## config.mk

```make
export PLATFORM = sky130hd
export DESIGN_NAME = fifo_wptr_full
export DESIGN_NICKNAME = d
export VERILOG_FILES = /design/src/rtl/pkg_graybin.sv /design/src/rtl/sync_ff.sv /design/src/rtl/fifo_wptr_full.sv
export SDC_FILE = /design/constraint.sdc
export NUM_CORES = 1
export LEC_CHECK = 0
export CAP_MARGIN = 20
export CELL_PAD_IN_SITES_DETAIL_PLACEMENT = 1
export CELL_PAD_IN_SITES_GLOBAL_PLACEMENT = 1
export CORE_UTILIZATION = 26
export DETAILED_ROUTE_END_ITERATION = 10
export PLACE_DENSITY_LB_ADDON = 0.1
export SYNTH_ARGS = -nofsm -noshare
export SYNTH_HDL_FRONTEND = slang
export SYNTH_HIERARCHICAL = 1
export SYNTH_SLANG_ARGS = --single-unit
```

## constraint.sdc

```tcl
create_clock -name wclk -period 5.3 [get_ports wclk]
set_clock_uncertainty 0.2 [all_clocks]
set_input_delay 1.06 -clock wclk [delete_from_list [all_inputs] [get_ports wclk]]
set_output_delay 1.06 -clock wclk [all_outputs]
set_load 0.01 [all_outputs]
```

## src/rtl/pkg_graybin.sv

```systemverilog
// Shared Gray/binary pointer helpers and sizing constants for the async FIFO.
// Both pointer stages import this so their pointer widths always agree.
package pkg_graybin;

    localparam int DEPTH    = 8;
    localparam int DATASIZE = 8;
    localparam int ADDRW    = $clog2(DEPTH);

    // One extra MSB beyond the address distinguishes full from empty.
    typedef logic [ADDRW:0] ptr_t;

    function automatic ptr_t b2g(input ptr_t bin);
        return bin ^ (bin >> 1);
    endfunction

    function automatic ptr_t g2b(input ptr_t gray);
        ptr_t bin;
        bin[ADDRW] = gray[ADDRW];
        for (int i = ADDRW - 1; i >= 0; i--) begin
            bin[i] = bin[i+1] ^ gray[i];
        end
        return bin;
    endfunction

endpackage

```

## src/rtl/sync_ff.sv

```systemverilog
// Multi-stage flop synchronizer for a Gray-coded bus entering this clock domain.
// Shared by the write-side and read-side pointer stages.
module sync_ff #(
    parameter int WIDTH       = 1,
    parameter int SYNC_STAGES = 2
) (
    input  logic             clk,
    input  logic             rst_n,
    input  logic [WIDTH-1:0] d,
    output logic [WIDTH-1:0] q
);

    logic [WIDTH-1:0] stage_q [SYNC_STAGES];
    logic [WIDTH-1:0] stage_d [SYNC_STAGES];

    always_comb begin
        stage_d[0] = d;
        for (int i = 1; i < SYNC_STAGES; i++) begin
            stage_d[i] = stage_q[i-1];
        end
    end

    always_ff @(posedge clk) begin
        if (!rst_n) begin
            for (int i = 0; i < SYNC_STAGES; i++) begin
                stage_q[i] <= '0;
            end
        end else begin
            for (int i = 0; i < SYNC_STAGES; i++) begin
                stage_q[i] <= stage_d[i];
            end
        end
    end

    assign q = stage_q[SYNC_STAGES-1];

endmodule

```

## src/rtl/fifo_wptr_full.sv

```systemverilog
// Write-domain pointer stage of the async FIFO: advances the write pointer and
// derives full, almost-full, occupancy and sticky overflow against the synchronized read pointer.
module fifo_wptr_full
    import pkg_graybin::*;
#(
    parameter int DEPTH        = pkg_graybin::DEPTH,
    parameter int AFULL_THRESH = 6,
    parameter int SYNC_STAGES  = 2
) (
    input  logic             wclk,
    input  logic             wrst_n,
    input  logic             winc,
    input  ptr_t             rptr_gray,
    output logic             wen,
    output logic [ADDRW-1:0] waddr,
    output ptr_t             wptr_gray,
    output logic             wfull,
    output logic             wafull,
    output ptr_t             wlevel,
    output logic             wovf
);

    ptr_t rq_sync;
    ptr_t rbin_s;
    ptr_t wbin_q, wbin_d;
    ptr_t wgray_q, wgray_d;
    ptr_t level_q, level_d;
    logic full_q, full_d;
    logic afull_q, afull_d;
    logic ovf_q, ovf_d;
    logic acc;

    sync_ff #(
        .WIDTH       (ADDRW + 1),
        .SYNC_STAGES (SYNC_STAGES)
    ) u_rptr_sync (
        .clk   (wclk),
        .rst_n (wrst_n),
        .d     (rptr_gray),
        .q     (rq_sync)
    );

    // Full means the next write pointer sits exactly DEPTH ahead of the read
    // pointer, which in Gray code is the read pointer with its top two bits inverted.
    always_comb begin
        acc     = winc & ~full_q;
        rbin_s  = g2b(rq_sync);
        wbin_d  = wbin_q + ptr_t'(acc);
        wgray_d = b2g(wbin_d);
        full_d  = (wgray_d == {~rq_sync[ADDRW:ADDRW-1], rq_sync[ADDRW-2:0]});
        level_d = wbin_d - rbin_s;
        afull_d = (int'(level_d) >= AFULL_THRESH);
        ovf_d   = ovf_q | (winc & full_q);
    end

    always_ff @(posedge wclk) begin
        if (!wrst_n) begin
            wbin_q  <= '0;
            wgray_q <= '0;
            level_q <= '0;
            full_q  <= 1'b0;
            afull_q <= 1'b0;
            ovf_q   <= 1'b0;
        end else begin
            wbin_q  <= wbin_d;
            wgray_q <= wgray_d;
            level_q <= level_d;
            full_q  <= full_d;
            afull_q <= afull_d;
            ovf_q   <= ovf_d;
        end
    end

    assign wen       = acc;
    assign waddr     = wbin_q[ADDRW-1:0];
    assign wptr_gray = wgray_q;
    assign wfull     = full_q;
    assign wafull    = afull_q;
    assign wlevel    = level_q;
    assign wovf      = ovf_q;

endmodule

```

==> metrics.csv <==
stage;metric;value;unit
sta;Tightest Pin Transition;406;ps
logic_synthesis;dominant cells by area after synthesis;sky130_fd_sc_hd__dfxtp_1, sky130_fd_sc_hd__xnor2_1, sky130_fd_sc_hd__and2_1, sky130_fd_sc_hd__ha_1, sky130_fd_sc_hd__xor2_1;
sta;final-report setup violation count;0;
floorplan;# IOs;22;
logic_synthesis;flops & latches, synth;22;
sta;highest clock rate;284;MHz
clock_tree;clock tree from TritonCTS;yes;
power_and_ir_drop;Leakage Power;0.489;nW
power_and_ir_drop;areal power density over the cells;311;mW/mm^2
detailed_routing;remaining antenna violation count;0;
layout;fraction of layout cells with a size suffix above 1;0.0673;
grt;maximum number of pins on one net before global-route repair;17;
floorplan;area inside the core boundary;0.00310;mm^2
clock_tree;Sink Count;22;
grt;vias in the first global route;594;
detailed_routing;number of detailed-routing iterations run before antenna repair;3;
layout;Post-layout nets;118;
floorplan;initial core utilization;0.280;
power_and_ir_drop;worst voltage drop across the vdd grid;0.125;mV
floorplan;Die Width;59.8;um
critical_path;maximum fanout count along the critical path;2;
clock_tree;H-tree Lvls;1;
logic_synthesis;Synthesis Warnings;6;
placement;IO buf count;21;
grt;Congestion Overflow GR;0;
layout;number of fill cells;383;
sta;relative slew slack;0.729;
logic_synthesis;Synth Net Count;92;
run;number of max-cap violations;0;
sta;min Tclk post-route;3520;ps
clock_tree;count of hold buffers inserted by post-cts repair;0;
critical_path;critical path endpoint category;output pin;
floorplan;die height;59.8;um
detailed_routing;per-cell routed wire length;10.2;um
logic_synthesis;cell type contributing the most total cell area after synthesis;sky130_fd_sc_hd__dfxtp_1;
floorplan;die outline area;0.00357;mm^2
clock_tree;cells resized by post-CTS repair;0;
layout;most frequent cells in the layout;sky130_fd_sc_hd__dfxtp_1, sky130_fd_sc_hd__clkdlybuf4s50_1, sky130_fd_sc_hd__and2_1, sky130_fd_sc_hd__xnor2_1;
logic_synthesis;Post-Syn Area;868;um^2
logic_synthesis;proportion of synthesized chip area in sequential cells;0.507;
logic_synthesis;Post-Synthesis Cells;79;
clock_tree;clock transition at the registers of the reported paths;120;ps
sta;Final Cycle Share;0.665;
clock_tree;clock insertion delay at the later pin of the skew report;300;ps
sta;setup repair after global routing missed its margin;no;
sta;hold violation total from the final report;0;
floorplan;Std-Cell Rows;20;
power_and_ir_drop;power after layout;0.364;mW
placement;post-DP HPWL;1200;um
detailed_routing;final WL;1500;um
worst_hold_path;Hold Crit Class;reg -> reg;
detailed_routing;post-route DRC violation count;0;
critical_path;worst endpoint data arrival time;2260;ps
logic_synthesis;Syn Area/Cell;11.0;um^2
critical_path;cell chain of the critical path;clkdlybuf4s50_1 > nor2b_1 > clkdlybuf4s50_1;
layout;count of inserted antenna diode cells;0;
detailed_routing;iteration-0 DRC count of the detailed router;10;
layout;synthesis-to-layout area growth;34.7;%
grt;wire length of the first global-routing pass;2590;um
grt;GRT Resource Usage Total;0.101;
clock_tree;Inserted Clock Buffers;3;
clock_tree;buffer levels on the longest clock path;2;
detailed_routing;Vias;591;
detailed_routing;Via density;3.99;
logic_synthesis;distinct cell type count of the synthesized netlist;20;
critical_path;critical-path cell with the highest stage delay;sky130_fd_sc_hd__clkdlybuf4s50_1;
layout;most frequent standard cell in the layout excluding fill and tap cells;sky130_fd_sc_hd__dfxtp_1;
critical_path;crit path kind;in -> out;
grt;antenna violations before repair;0;
critical_path;slowest cell delay on critical path;560;ps
clock_tree;number of buffers inserted to repair setup after CTS;0;
critical_path;Top cell by count, worst path;sky130_fd_sc_hd__clkdlybuf4s50_1;
placement;GPL Wtd Cong;0.764;
critical_path;CP startpoint kind;primary input;
clock_tree;clock root buffer master;sky130_fd_sc_hd__clkbuf_4;
logic_synthesis;fraction of synthesized cell area taken by the top area cell type;0.507;
critical_path;critical path required time;4040;ps
status;result of the run;completed;
sta;number of pins exceeding their max-slew limit in the final report;0;
sta;setup_tns;0;ps
==> sequential cells by signal, summed over array words and instances (netlist names) <==
register             count
wovf                     1
wptr_gray                3
wafull                   1
u_rptr_sync/stage_q      8
wfull                    1
wbin_q                   4
wlevel                   4
==> cell type report <==
type / count / area [um^2] / share of cell area
clock buffer: 4 / 36.3 / 0.0310
tap: 44 / 55.1 / 0.0471
timing repair buffer: 21 / 210 / 0.180
multi-input combinational: 51 / 405 / 0.347
sequential: 22 / 440 / 0.376
inverter: 6 / 22.5 / 0.0193
==> stage by stage <==
step	hold WS [ps]	instance area [um^2]	setup slack [ps]	util	std cells
after CTS	248	1170	1770	0.377	148
after global routing	262	1170	1740	0.377	148
after floorplan	206	868	2370	-	79
after detailed placement	218	1130	1770	0.365	144
final	241	1170	1780	0.377	148
after global placement	210	1130	1800	0.365	144
==> path summary, 6_finish.rpt <==
| kind | from | to | slack [ps] | cells after the start |
|---|---|---|---|---|
| worst max-delay path | winc | wen | 1780 | 3 |
| worst min-delay path | u_rptr_sync/stage_q[0][2] | u_rptr_sync/stage_q[0][6] | 240 | 1 |
| worst max register to register | u_rptr_sync/stage_q[0][7] | wafull | 3010 | 8 |
| worst min register to register | u_rptr_sync/stage_q[0][2] | u_rptr_sync/stage_q[0][6] | 240 | 1 |
==> critical path: cells and delay by family <==
| kind | cells | cell delay (ps) |
|---|---|---|
| buffers and inverters | 2 | 1030 |
| AND/OR/NAND/NOR | 1 | 180 |
==> power by group <==
part	switching (mW)	leakage [nW]	internal (mW)	total, mW
combinational	0.0395	0.286	0.0479	0.0875
sequential	0.00490	0.181	0.180	0.185
clock	0.0496	0.0210	0.0419	0.0915
==> per-layer routing <==
layer	wire, um	track usage	share of wire	vias to the layer above
li1	-	-	-	299
met1	710	0.125	0.47	275
met2	702	0.163	0.47	15
met3	71	0.0195	0.047	2
met4	19	0.0598	0.013	0
met5	0	0	0	-
==> kinds of logic after synthesis <==
| family | count (synthesis) | synth area share |
|---|---|---|
| AOI/OAI and AO/OA | 5 | 0.0447 |
| xor gates and xnor gates | 14 | 0.157 |
| adders and majority gates | 6 | 0.0951 |
| buffers and inverters | 6 | 0.0259 |
| and+or+nand+nor | 26 | 0.170 |
| DFF | 22 | 0.507 |
==> Yosys cell counts <==
cell type and instances:
sky130_fd_sc_hd__nand2_1 3, sky130_fd_sc_hd__nor2_1 6, sky130_fd_sc_hd__a21oi_1 1, sky130_fd_sc_hd__o211ai_2 1, sky130_fd_sc_hd__xnor3_1 1, sky130_fd_sc_hd__inv_1 6, sky130_fd_sc_hd__xor2_1 4, sky130_fd_sc_hd__nand4_1 1
sky130_fd_sc_hd__o21ai_0 1, sky130_fd_sc_hd__and3_1 1, sky130_fd_sc_hd__nor2b_1 2, sky130_fd_sc_hd__xnor2_1 9, sky130_fd_sc_hd__a21boi_0 1, sky130_fd_sc_hd__fa_1 1, sky130_fd_sc_hd__ha_1 5, sky130_fd_sc_hd__dfxtp_1 22
sky130_fd_sc_hd__nor4_2 1, sky130_fd_sc_hd__a211o_1 1, sky130_fd_sc_hd__and2_1 11, sky130_fd_sc_hd__and2_2 1
Power figures use the tool's default switching activity.
==> edit 1, RTL diff (same flow settings) <==
Reset style: asynchronous (`rst_n` and `wrst_n`), changed in 2 clocked blocks.
--- a/src/rtl/sync_ff.sv
+++ b/src/rtl/sync_ff.sv
@@ -22,3 +22,3 @@
 
-    always_ff @(posedge clk) begin
+    always_ff @(posedge clk or negedge rst_n) begin
         if (!rst_n) begin
--- a/src/rtl/fifo_wptr_full.sv
+++ b/src/rtl/fifo_wptr_full.sv
@@ -55,3 +55,3 @@
 
-    always_ff @(posedge wclk) begin
+    always_ff @(posedge wclk or negedge wrst_n) begin
         if (!wrst_n) begin
Check against the original RTL: differs if wrst_n is asserted again (counterexample within 4 cycles, from zero or initial values and one cycle with wrst_n low); with wrst_n held inactive, the same outputs for 10 cycles.
==> edit 1 against the original RTL <==
  * Sequential cell count unchanged
  * Via count shrank 13%
  * Critical path depth did not move
  * Setup slack lost 1.2 ps
  * Area after synthesis rose by 0.72%
  * Utilization down 0.54 points
  * Cell area down 0.64%
  * Highest routed layer unchanged
  * Wire length decreased by 7.5%
  * Worst hold slack got worse by 81 ps
  * Count of clock-buffer cells in the layout shrank 1
  * Register-to-register slack got worse by 380 ps
Power is not compared: it rests on default switching activity, and its combinational part moved more than twofold at a synthesized area within 25%.
==> edit 1: results (changes against the original RTL) <==
\begin{tabular}{lr}
\hline
Metric & Value \\
\hline
\multicolumn{2}{l}{\textbf{Clock network}} \\
Number of buffers inserted during clock tree synthesis & 3 (unchanged) \\
Reg clk slew, reported paths & 110 ps \\
\multicolumn{2}{l}{\textbf{Yosys}} \\
Xor-xnor portion of the synthesized cell area & 0.165 (+0.00746) \\
Share of async-settable or async-resettable flops after synthesis & 1.00 (+1.00) \\
List of most frequent post-synthesis cells & 22 x sky130\_fd\_sc\_hd\_\_dfrtp\_1, 6 x sky130\_fd\_sc\_hd\_\_inv\_1, 5 x sky130\_fd\_sc\_hd\_\_ha\_1, 5 x sky130\_fd\_sc\_hd\_\_xnor2\_1, 5 x sky130\_fd\_sc\_hd\_\_xor2\_1 \\
Post-Synthesis Net Count & 72 (-22\%) \\
Dominant cells by area after synthesis & sky130\_fd\_sc\_hd\_\_dfrtp\_1 63\%, sky130\_fd\_sc\_hd\_\_ha\_1 7.2\%, sky130\_fd\_sc\_hd\_\_xnor2\_1 5.0\% \\
Count of cell types in the netlist & 17 (-15\%) \\
Count of synthesis-stage warnings from yosys & 6 (unchanged) \\
Synthesized-area fraction occupied by ao, oa, aoi and oai cells & 0.0372 (-0.00747) \\
Share of synthesized area occupied by flip-flops and latches & 0.629 (+0.122) \\
Post-synthesis share of cell area spent on full adders, half adders and majority gates & 0.0944 (-0.000680) \\
\multicolumn{2}{l}{\textbf{Placement}} \\
Number of buffers added on ports & 21 (unchanged) \\
Placer's final routability congestion estimate & 0.640 (-16\%) \\
Worst setup slack after placement & 1380 ps (-389 ps) \\
Post-DP HPWL & 1.03 mm (-14\%) \\
\multicolumn{2}{l}{\textbf{Worst setup path}} \\
R2r setup slk & 2630 ps (-380 ps) \\
Critical R2R Capture & wafull \\
Worst R2R Path Depth & 9 (+1) \\
R2r startpoint & wfull \\
\multicolumn{2}{l}{\textbf{Global routing}} \\
First-pass GRT wire length & 2.33 mm (-10\%) \\
Maximum number of pins on one net before global-route repair & 23 (+6) \\
Total global routing track utilization & 0.0958 (-0.00548) \\
Number of global-route vias before repair & 538 (-9.4\%) \\
\multicolumn{2}{l}{\textbf{Final layout}} \\
Nets@finish & 98 (-17\%) \\
Fraction of final layout cells with drive strength greater than 1 & 0.0723 (+0.00498) \\
\multicolumn{2}{l}{\textbf{STA}} \\
Max\_slew headroom & 0.362 (-0.367) \\
Fmax achieved & 284 MHz (about the same) \\
\multicolumn{2}{l}{\textbf{Status}} \\
Run status & finished clean \\
\multicolumn{2}{l}{\textbf{Route}} \\
Via count of the routed design & 514 (-13\%) \\
1st-pass router iterations & 2 (-1) \\
\hline
\end{tabular}
edit 1: cell types whose count changed after synthesis, sizes merged, moves of 2 or more:
cell	change
nand2	-2
xnor2	-4
or3	+2
dfrtp	+22
nand3	+3
dfxtp	-22
a21o	+2
nor2	-6
xor2	+3
and2	-12
edit 1: cells by family after synthesis:
group	Yosys count
AND/OR/NAND/NOR	7
buffers and inverters	6
adder cells (fa/ha/maj)	6
AO/OA/AOI/OAI	5
flip-flops	22
XOR/XNOR	13
edit 1: critical path: cells and delay by family:
family | cells | cell delay, ps
buf+inv | 2 | 1030
simple gates | 1 | 180
edit 1: through the flow:
step                      instance area, um^2  cells  power [uW]  hold WS [ps]
after CTS                                1160    127         766           165
after floorplan                           875     59         515           131
after global placement                   1140    124         681           131
final                                    1160    127         746           160
after detailed placement                 1140    124         686           137
after global routing                     1160    127         820           170
edit 1: cell type report:
| type | count | area, um^2 | area share |
|---|---|---|---|
| Sequential cell | 22 | 551 | 0.474 |
| Inverter | 6 | 22.5 | 0.0194 |
| Timing Repair Buffer | 21 | 210 | 0.181 |
| Multi-Input combinational cell | 31 | 302 | 0.259 |
| Tap cell | 44 | 55.1 | 0.0474 |
| Clock buffer | 3 | 22.5 | 0.0194 |
edit 1: worst min-delay path by stage:
stage | endpoint | from | cells past startpoint
2_1_floorplan | u_rptr_sync/q[0] | u_rptr_sync/stage_d[0] | 0
3_3_place_gp | u_rptr_sync/q[3] | u_rptr_sync/stage_d[3] | 0
3_5_place_dp | u_rptr_sync/q[2] | u_rptr_sync/stage_d[2] | 0
4_1_cts | u_rptr_sync/q[2] | u_rptr_sync/stage_d[2] | 0
5_1_grt | u_rptr_sync/q[2] | u_rptr_sync/stage_d[2] | 0
6_report | u_rptr_sync/q[2] | u_rptr_sync/stage_d[2] | 0
edit 1: report_power, final:
part | internal (uW) | total [uW] | switching [uW]
Clock | 26.5 | 73.0 | 46.5
Combinational | 218 | 412 | 193
Sequential | 233 | 262 | 28.9
edit 1: per-layer routing:
layer / GRT usage / wire length [um] / vias up
met1: 0.105 / 640 / 249
met3: 0.0195 / 57 / 5
li1: - / - / 240
met2: 0.159 / 645 / 20
met5: 0 / 0 / -
met4: 0.0797 / 48 / 0
==> edit 2, RTL diff (same flow settings) <==
Without the edit above. `SYNC_STAGES` is set to 2 in 2 places; all go to 4.
--- a/src/rtl/sync_ff.sv
+++ b/src/rtl/sync_ff.sv
@@ -4,3 +4,3 @@
     parameter int WIDTH       = 1,
-    parameter int SYNC_STAGES = 2
+    parameter int SYNC_STAGES = 4
 ) (
--- a/src/rtl/fifo_wptr_full.sv
+++ b/src/rtl/fifo_wptr_full.sv
@@ -7,3 +7,3 @@
     parameter int AFULL_THRESH = 6,
-    parameter int SYNC_STAGES  = 2
+    parameter int SYNC_STAGES  = 4
 ) (
Formal check against the unedited RTL: not equivalent (Yosys sat finds a counterexample within 4 cycles, from zero or initial values and one cycle with wrst_n low).
==> edit 2 against the original RTL <==
  * Via count is 22% higher
  * Sequential cell count increased by 8
  * Cell area increased by 25%
  * Setup slack lost 26 ps
  * Total power increased by 38%
  * Area after synthesis increased by 27%
  * Wire length rose by 26%
  * Combinational power is 19% lower
  * Largest power group unchanged
==> edit 2: results (changes against the original RTL) <==
\begin{tabular}{lr}
\hline
Metric & Value \\
\hline
\multicolumn{2}{l}{\textbf{Yosys}} \\
List of most frequent post-synthesis cells & 30 x sky130\_fd\_sc\_hd\_\_dfxtp\_1, 13 x sky130\_fd\_sc\_hd\_\_and2\_2, 9 x sky130\_fd\_sc\_hd\_\_xnor2\_1 \\
Post-Synthesis Net Count & 109 (+18\%) \\
Synthesized netlist cell count & 96 (+22\%) \\
Dominant cells by area after synthesis & sky130\_fd\_sc\_hd\_\_dfxtp\_1 54\%, sky130\_fd\_sc\_hd\_\_and2\_2 8.8\%, sky130\_fd\_sc\_hd\_\_xnor2\_1 7.1\% \\
Share of synthesized area occupied by flip-flops and latches & 0.544 (+0.0364) \\
Count of cell types in the netlist & 21 (+5.0\%) \\
Synthesized-area fraction occupied by ao, oa, aoi and oai cells & 0.0351 (-0.00956) \\
Post-synthesis share of cell area spent on full adders, half adders and majority gates & 0.0747 (-0.0204) \\
Xor-xnor portion of the synthesized cell area & 0.123 (-0.0336) \\
Mux cell area share after synthesis & 0 (unchanged) \\
Area share of the largest cell type after synthesis & 0.544 (+0.0364) \\
\multicolumn{2}{l}{\textbf{Placement}} \\
Post-DP HPWL & 1.38 mm (+15\%) \\
DP Area & 1370 um\^{}2 (+21\%) \\
Placer's final routability congestion estimate & 0.723 (-5.4\%) \\
\multicolumn{2}{l}{\textbf{Worst setup path}} \\
Crit path max-delay family & buffers and inverters \\
Critical path arrival & 2290 ps (+30 ps) \\
\multicolumn{2}{l}{\textbf{Clock network}} \\
H-tree Lvls & 2 (+1) \\
Reg clk slew, reported paths & 60 ps (-60 ps) \\
Bufs on Longest Clock Path & 2 (unchanged) \\
Root buffer cell & sky130\_fd\_sc\_hd\_\_clkbuf\_8 \\
Clock latency at the later pin of the worst-skew pair & 280 ps (-20 ps) \\
Number of buffers inserted during clock tree synthesis & 5 (+2) \\
\multicolumn{2}{l}{\textbf{Final layout}} \\
Nets@finish & 136 (+15\%) \\
Flip-flop count of the largest register, all copies and words added & 16 (+8) \\
Final cell count without fillers & 174 (+18\%) \\
Fraction of final layout cells with drive strength greater than 1 & 0.177 (+0.110) \\
\multicolumn{2}{l}{\textbf{Route}} \\
1st-pass router iterations & 4 (+1) \\
Initial DRC count & 25 (+15) \\
Detail-routed net length per standard cell & 10.9 um (+7.2\%) \\
Via-to-Cell Ratio & 4.13 (+3.5\%) \\
\multicolumn{2}{l}{\textbf{Pwr}} \\
Leakage & 0.000614 uW (+26\%) \\
Largest voltage drop on the vdd net & 0.129 mV (+3.1\%) \\
\multicolumn{2}{l}{\textbf{Status}} \\
Run status & finished clean \\
\multicolumn{2}{l}{\textbf{Global routing}} \\
Maximum number of pins on one net before global-route repair & 25 (+8) \\
Number of global-route vias before repair & 756 (+27\%) \\
First-pass GRT wire length & 3.39 mm (+31\%) \\
Total global routing track utilization & 0.110 (+0.00837) \\
\multicolumn{2}{l}{\textbf{STA}} \\
Actual slew at the worst max-slew pin & 606 ps (+200 ps) \\
\hline
\end{tabular}
==> edit 2: cell types whose count changed in the layout (fill, tap and decap cells not counted), sizes merged <==
| cell | delta |
|---|---|
| and2 | +8 |
| dfxtp | +8 |
| clkbuf | +3 |
| clkinv | +1 |
==> edit 2: layout make-up <==
type / count / area (um^2)
inverter: 6 / 22.5
multi-input combinational: 59 / 470
timing repair buffer: 21 / 210
fill: 455 / 2570
clock inverter: 1 / 5.00
sequential: 30 / 601
clock buffer: 7 / 86.3
tap: 50 / 62.6
==> edit 2: layer usage <==
layer,part of all wire,vias up,track usage,wire length [um]
met5,0,-,0,0
met4,0.039,0,0.0878,74
met2,0.49,20,0.173,920
li1,-,355,-,-
met1,0.42,338,0.115,791
met3,0.058,6,0.0456,109
==> edit 2: stage by stage <==
step	hold WS [ps]	utilization	setup WS (ps)
after floorplan	212	-	2370
after detailed placement	226	0.339	1740
after global placement	217	0.339	1790
after CTS	242	0.362	1740
final	235	0.362	1750
after global routing	251	0.362	1690
==> edit 2: where the power goes <==
group          internal (uW)  switching (uW)  leakage, uW
Clock                    105            85.4    0.0000482
Sequential               239            3.92     0.000246
Combinational           38.5            32.0     0.000320
Total                    382             121     0.000614
==> edit 2: final timing paths <==
check	startpoint	slack, ps	cells past startpoint	to
max reg2reg	u_rptr_sync/stage_q[3][3]	2980	8	wafull
min reg2reg	u_rptr_sync/stage_q[0][0]	230	1	u_rptr_sync/stage_q[1][0]
min	u_rptr_sync/stage_q[0][0]	230	1	u_rptr_sync/stage_q[1][0]
max	winc	1750	3	wen
==> edit 2: cells by family after synthesis <==
family                     Yosys count
AOI/OAI and AO/OA                    5
buffers and inverters                7
DFF                                 30
xor gates and xnor gates            14
and+or+nand+nor                     34
adders and majority gates            6
